$ cat src/rtl/mdu_seq_divider.sv
// rtl/mdu_seq_divider.sv - iterative radix-2 restoring divider with signed mode, remainder and abort
module mdu_seq_divider #(
    parameter int WIDTH     = 32,
    parameter bit SIGNED_EN = 1'b1
) (
    input  logic             clk,
    input  logic             rst_n,
    input  logic             start,
    input  logic             is_signed,
    input  logic             abort,
    input  logic [WIDTH-1:0] dividend,
    input  logic [WIDTH-1:0] divisor,
    output logic             rfd,
    output logic             done,
    output logic [WIDTH-1:0] quotient,
    output logic [WIDTH-1:0] remainder,
    output logic             div_by_zero
);

    typedef enum logic [1:0] {
        IDLE,
        CALC,
        FIX,
        DONE
    } state_t;

    localparam int CW = $clog2(WIDTH);
    localparam logic [CW-1:0] LAST = CW'(WIDTH - 1);

    state_t           state;
    logic [CW-1:0]    cnt;
    logic [WIDTH-1:0] rem_r;
    logic [WIDTH-1:0] quo_r;
    logic [WIDTH-1:0] dvsr_r;
    logic [WIDTH-1:0] dvnd_r;
    logic             neg_q;
    logic             neg_r;
    logic             dz_r;

    logic             sgn;
    logic             a_neg;
    logic             b_neg;
    logic [WIDTH-1:0] a_mag;
    logic [WIDTH-1:0] b_mag;
    logic [WIDTH:0]   shifted;
    logic             ge;
    logic [WIDTH-1:0] rem_next;

    assign sgn   = SIGNED_EN && is_signed;
    assign a_neg = sgn && dividend[WIDTH-1];
    assign b_neg = sgn && divisor[WIDTH-1];
    // Two's-complement negation of MIN yields 2^(WIDTH-1), correct as an unsigned magnitude
    assign a_mag = a_neg ? (~dividend + 1'b1) : dividend;
    assign b_mag = b_neg ? (~divisor + 1'b1) : divisor;

    // Partial remainder stays below the divisor, so the difference always fits in WIDTH bits
    assign shifted  = {rem_r, quo_r[WIDTH-1]};
    assign ge       = shifted >= {1'b0, dvsr_r};
    assign rem_next = ge ? (shifted[WIDTH-1:0] - dvsr_r) : shifted[WIDTH-1:0];

    assign rfd  = (state == IDLE) || (state == DONE);
    assign done = (state == DONE);

    always_ff @(posedge clk) begin
        if (!rst_n) begin
            state       <= IDLE;
            cnt         <= '0;
            rem_r       <= '0;
            quo_r       <= '0;
            dvsr_r      <= '0;
            dvnd_r      <= '0;
            neg_q       <= 1'b0;
            neg_r       <= 1'b0;
            dz_r        <= 1'b0;
            quotient    <= '0;
            remainder   <= '0;
            div_by_zero <= 1'b0;
        end else begin
            case (state)
                IDLE, DONE: begin
                    if (abort) begin
                        state <= IDLE;
                    end else if (start) begin
                        cnt    <= '0;
                        rem_r  <= '0;
                        quo_r  <= a_mag;
                        dvsr_r <= b_mag;
                        dvnd_r <= dividend;
                        neg_q  <= a_neg ^ b_neg;
                        neg_r  <= a_neg;
                        dz_r   <= (divisor == '0);
                        state  <= (divisor == '0) ? FIX : CALC;
                    end else begin
                        state <= IDLE;
                    end
                end
                CALC: begin
                    if (abort) begin
                        state <= IDLE;
                    end else begin
                        rem_r <= rem_next;
                        quo_r <= {quo_r[WIDTH-2:0], ge};
                        cnt   <= cnt + CW'(1);
                        if (cnt == LAST) begin
                            state <= FIX;
                        end
                    end
                end
                FIX: begin
                    if (abort) begin
                        state <= IDLE;
                    end else begin
                        if (dz_r) begin
                            quotient    <= '1;
                            remainder   <= dvnd_r;
                            div_by_zero <= 1'b1;
                        end else begin
                            quotient    <= neg_q ? (~quo_r + 1'b1) : quo_r;
                            remainder   <= neg_r ? (~rem_r + 1'b1) : rem_r;
                            div_by_zero <= 1'b0;
                        end
                        state <= DONE;
                    end
                end
                default: state <= IDLE;
            endcase
        end
    end

endmodule

$ cat config.mk
export PLATFORM = sky130hd
export DESIGN_NAME = mdu_seq_divider
export DESIGN_NICKNAME = d
export VERILOG_FILES = /design/src/rtl/mdu_seq_divider.sv
export SDC_FILE = /design/constraint.sdc
export NUM_CORES = 1
export LEC_CHECK = 0
export CAP_MARGIN = 20
export CORE_MARGIN = 1
export CORE_UTILIZATION = 45
export CTS_BUF_LIST = sky130_fd_sc_hd__clkbuf_4 sky130_fd_sc_hd__clkbuf_8
export DETAILED_ROUTE_END_ITERATION = 10
export DONT_BUFFER_PORTS = 1
export HOLD_SLACK_MARGIN = 0.03
export PLACE_DENSITY_LB_ADDON = 0.25
export SKIP_CTS_REPAIR_TIMING = 1
export SLEW_MARGIN = 5
export SYNTH_ARGS = -nofsm -noshare
export SYNTH_HDL_FRONTEND = slang
export SYNTH_SLANG_ARGS = --single-unit
$ cat constraint.sdc
create_clock -name clk -period 3.05 [get_ports clk]
set_input_delay 0.4575 -clock clk [delete_from_list [all_inputs] [get_ports clk]]
set_output_delay 0.4575 -clock clk [all_outputs]
set_load 0.01 [all_outputs]
==> impl_metrics.py <==
metrics = {
    "place": {
        "io_buffers": 0,
        "place_ws_ns": -0.0633,
        "dp.cells": 1879,
        "place_congestion": 0.927,
        "placed_cell_area_mm2": 0.0127,
        "dpl.hpwl_um": 26400,
    },
    "yosys": {
        "synth_edf_count": 0,
        "synth_area_mm2": 0.0121,
        "ys.flop_type": "dfxtp_1",
        "avgSynthCellArea_um2": 7.68,
        "yosysUniqueCellTypes": 66,
        "async_flop_share_pct": 0,
        "synthCells": 1574,
        "yosysWarnings": 0,
        "ys_ff_latch": 203,
        "ys_seq_area_share_pct": 33.6,
        "syn-num-nets": 1685,
    },
    "critical_path": {
        "criticalPathCategory": "flop to flop",
        "required_ns": 3.45,
        "slowest_delay_ns": 0.38,
        "cp_max_fo": 16,
        "path_delay_family": "compound AO/OA/AOI/OAI gates",
        "endpoint_kind": "flop",
        "cp-start-kind": "flop",
        "slowest_stage": "ha_1",
        "path_buf_inv": 4,
        "worstPathCellList": "inv_1 > ha_1 > o21a_1 > o21ai_0 > nand2b_1 > a2111oi_4 > buf_4 > o2111a_1 > nor2_2 > buf_4 > buf_12 > a32oi_1 > o21ai_0",
        "crit_arrival_ns": 3.29,
    },
    "hold_path": {
        "min_path_type": "input port to flop",
    },
    "pwr": {
        "leakage_nw": 5.15,
        "p_comb_share_pct": 15.0,
        "p_sw_mw": 1.89,
        "power_mw": 6.71,
        "p_clk_share_pct": 42.6,
        "seqPwrFrac_pct": 42.4,
        "p_int_mw": 4.82,
        "peakVddDrop_v": 0.000327,
        "p_per_area_mw_per_mm2": 490,
        "switching_share_pct": 28.2,
    },
    "global_routing": {
        "grt_pass1_wl_um": 56900,
        "grt_max_degree": 79,
        "grt.overflow.total": 0,
        "track_usage_pct": 25.4,
        "grt_pass1_vias": 10700,
        "antenna_found_initial": 0,
    },
    "cells_and_area": {
        "nets": 1697,
        "final_area_mm2": 0.0137,
        "drive_gt1_share_pct": 11.8,
        "most-common-layout-cells": "233 x nand2_1, 200 x dfxtp_1, 176 x a21oi_1",
        "final_common_cell": "nand2_1",
        "areaGrowthSynthToFinish_pct": 13.2,
        "instances_no_fill": 1951,
        "antenna_cells": 0,
    },
    "clocking": {
        "clock_latency_ns": 0.54,
        "clock_sinks": 203,
        "cts_buffers": 38,
        "cts-root-buf": "clkbuf_8",
        "cts_max_level": 2,
        "cts_buffer_depth": 3,
        "cts_tree": "yes",
        "clkTransAtPathRegs_ns": 0.06,
    },
    "timing": {
        "max-slew-margin-rel_pct": 35.2,
        "maxSlewViolCount": 0,
        "max_slew.worst_pin.slew_ns": 0.970,
        "timing.final.ws_setup_ns": 0.150,
        "max_freq_mhz": 345,
        "min_period_over_period_pct": 95.1,
        "skew_ns": 0.0276,
        "finalCriticalPeriod_ns": 2.90,
        "setup_violations": 0,
        "hold_violations": 0,
    },
    "floorplanning": {
        "core_area_mm2": 0.0262,
        "fp.dieH_um": 166,
        "initial_core_util_pct": 46.1,
        "ios": 136,
        "placementRows": 59,
        "die_area_mm2": 0.0275,
        "die_x_um": 166,
    },
    "routing": {
        "final_antenna_net_count": 0,
        "drt_iter0_drc": 881,
        "vias_per_cell": 5.84,
        "firstDrtPassIters": 9,
        "vias": 11400,
        "drcViolationCount": 13,
        "drt_wl_total_um": 35900,
        "routedWlPerCell_um": 18.4,
    },
    "run_status": {
        "violations": "DRC",
        "outcome": "complete, but fails checks",
    },
    "flow_run": {
        "drv_cap": 0,
    },
}
## worst paths after layout
path                          start                 endpoint  slack [ns]  cells past startpoint
max          dvsr_r[5]$_SDFFE_PN0P_   rem_r[23]$_SDFFE_PN0P_        0.15                     13
min                    dividend[24]  dvnd_r[24]$_SDFFE_PN0P_        0.05                      2
max reg2reg  dvsr_r[5]$_SDFFE_PN0P_   rem_r[23]$_SDFFE_PN0P_        0.15                     13
min reg2reg  dvnd_r[0]$_SDFFE_PN0P_   dvnd_r[0]$_SDFFE_PN0P_        0.45                      2
## power by group through the flow
stage	sequential [mW]	combinational, mW	clock, mW
floorplan	2.87	0.733	0
global placement	2.90	0.966	0
detailed placement	2.90	0.976	0
CTS	2.84	0.981	2.91
global route	2.86	1.11	3.04
finish	2.85	1.01	2.86
## cell type report
class,count,area [um^2]
multi-input cells,1221,7590
repair buffers,74,601
flip-flops and latches,203,4070
inverters,48,181
fillers,2566,12500
well taps,335,419
clock inverters,8,51.3
clock buffers,62,785
## cell usage after synthesis, types with 12 or more instances
| master | n | area share (%) |
|---|---|---|
| o211ai_1 | 34 | 2.1 |
| o31ai_1 | 25 | 1.6 |
| ha_1 | 41 | 4.2 |
| or4_1 | 19 | 1.2 |
| xnor2_1 | 54 | 3.9 |
| a21oi_1 | 179 | 7.4 |
| inv_1 | 47 | 1.5 |
| nand2_1 | 233 | 7.2 |
| mux2i_1 | 16 | 1.3 |
| buf_1 | 13 | 0.40 |
| o41ai_1 | 16 | 1.2 |
| a211oi_1 | 25 | 1.6 |
| dfxtp_1 | 203 | 34 |
| and3_1 | 12 | 0.62 |
| o21ai_0 | 154 | 6.4 |
| nand3b_1 | 30 | 1.9 |
| or3_1 | 16 | 0.83 |
| nand3_1 | 33 | 1.4 |
| a21o_1 | 16 | 0.99 |
| clkbuf_1 | 87 | 2.7 |
| nor3_1 | 18 | 0.74 |
| nand2b_1 | 12 | 0.62 |
| nor2_1 | 89 | 2.8 |
| xor2_1 | 89 | 6.4 |
## sequential cells by signal (all words and copies together) (netlist names)
register     flops
cnt              5
neg_q            1
state            2
quo_r           32
quotient        32
dvsr_r          32
div_by_zero      1
dvnd_r          32
dz_r             1
remainder       32
rem_r           32
neg_r            1
## cells by family after synthesis
kind of cell               count (synthesis)  synth area share [%]
adders and majority gates                 42                  4.41
AOI/OAI and AO/OA                        508                  25.3
DFF                                      203                  33.6
xor gates and xnor gates                 143                  10.4
and+or+nand+nor                          510                  20.1
muxes                                     18                  1.51
buffers and inverters                    150                  4.68
## metal layers
layer  global-route usage, %  share of wire (%)  vias to the layer above
li1                        -                  -                     5640
met1                    32.9                 44                     5332
met2                    41.7                 47                      350
met3                    5.17                7.0                       67
met4                    9.02                2.7                        0
met5                       0                  0                        -
## stage by stage
stage	setup TNS, ns	hold WS [ns]	util, %
after floorplan	0	0.431	-
after global placement	-0.00784	0.439	48.6
after detailed placement	-0.137	0.448	48.6
after CTS	-0.220	0.0362	51.8
after global routing	-0.0100	0.0471	52.2
final	0	0.0507	52.2
No activity file was read; power rests on OpenSTA's default activity.
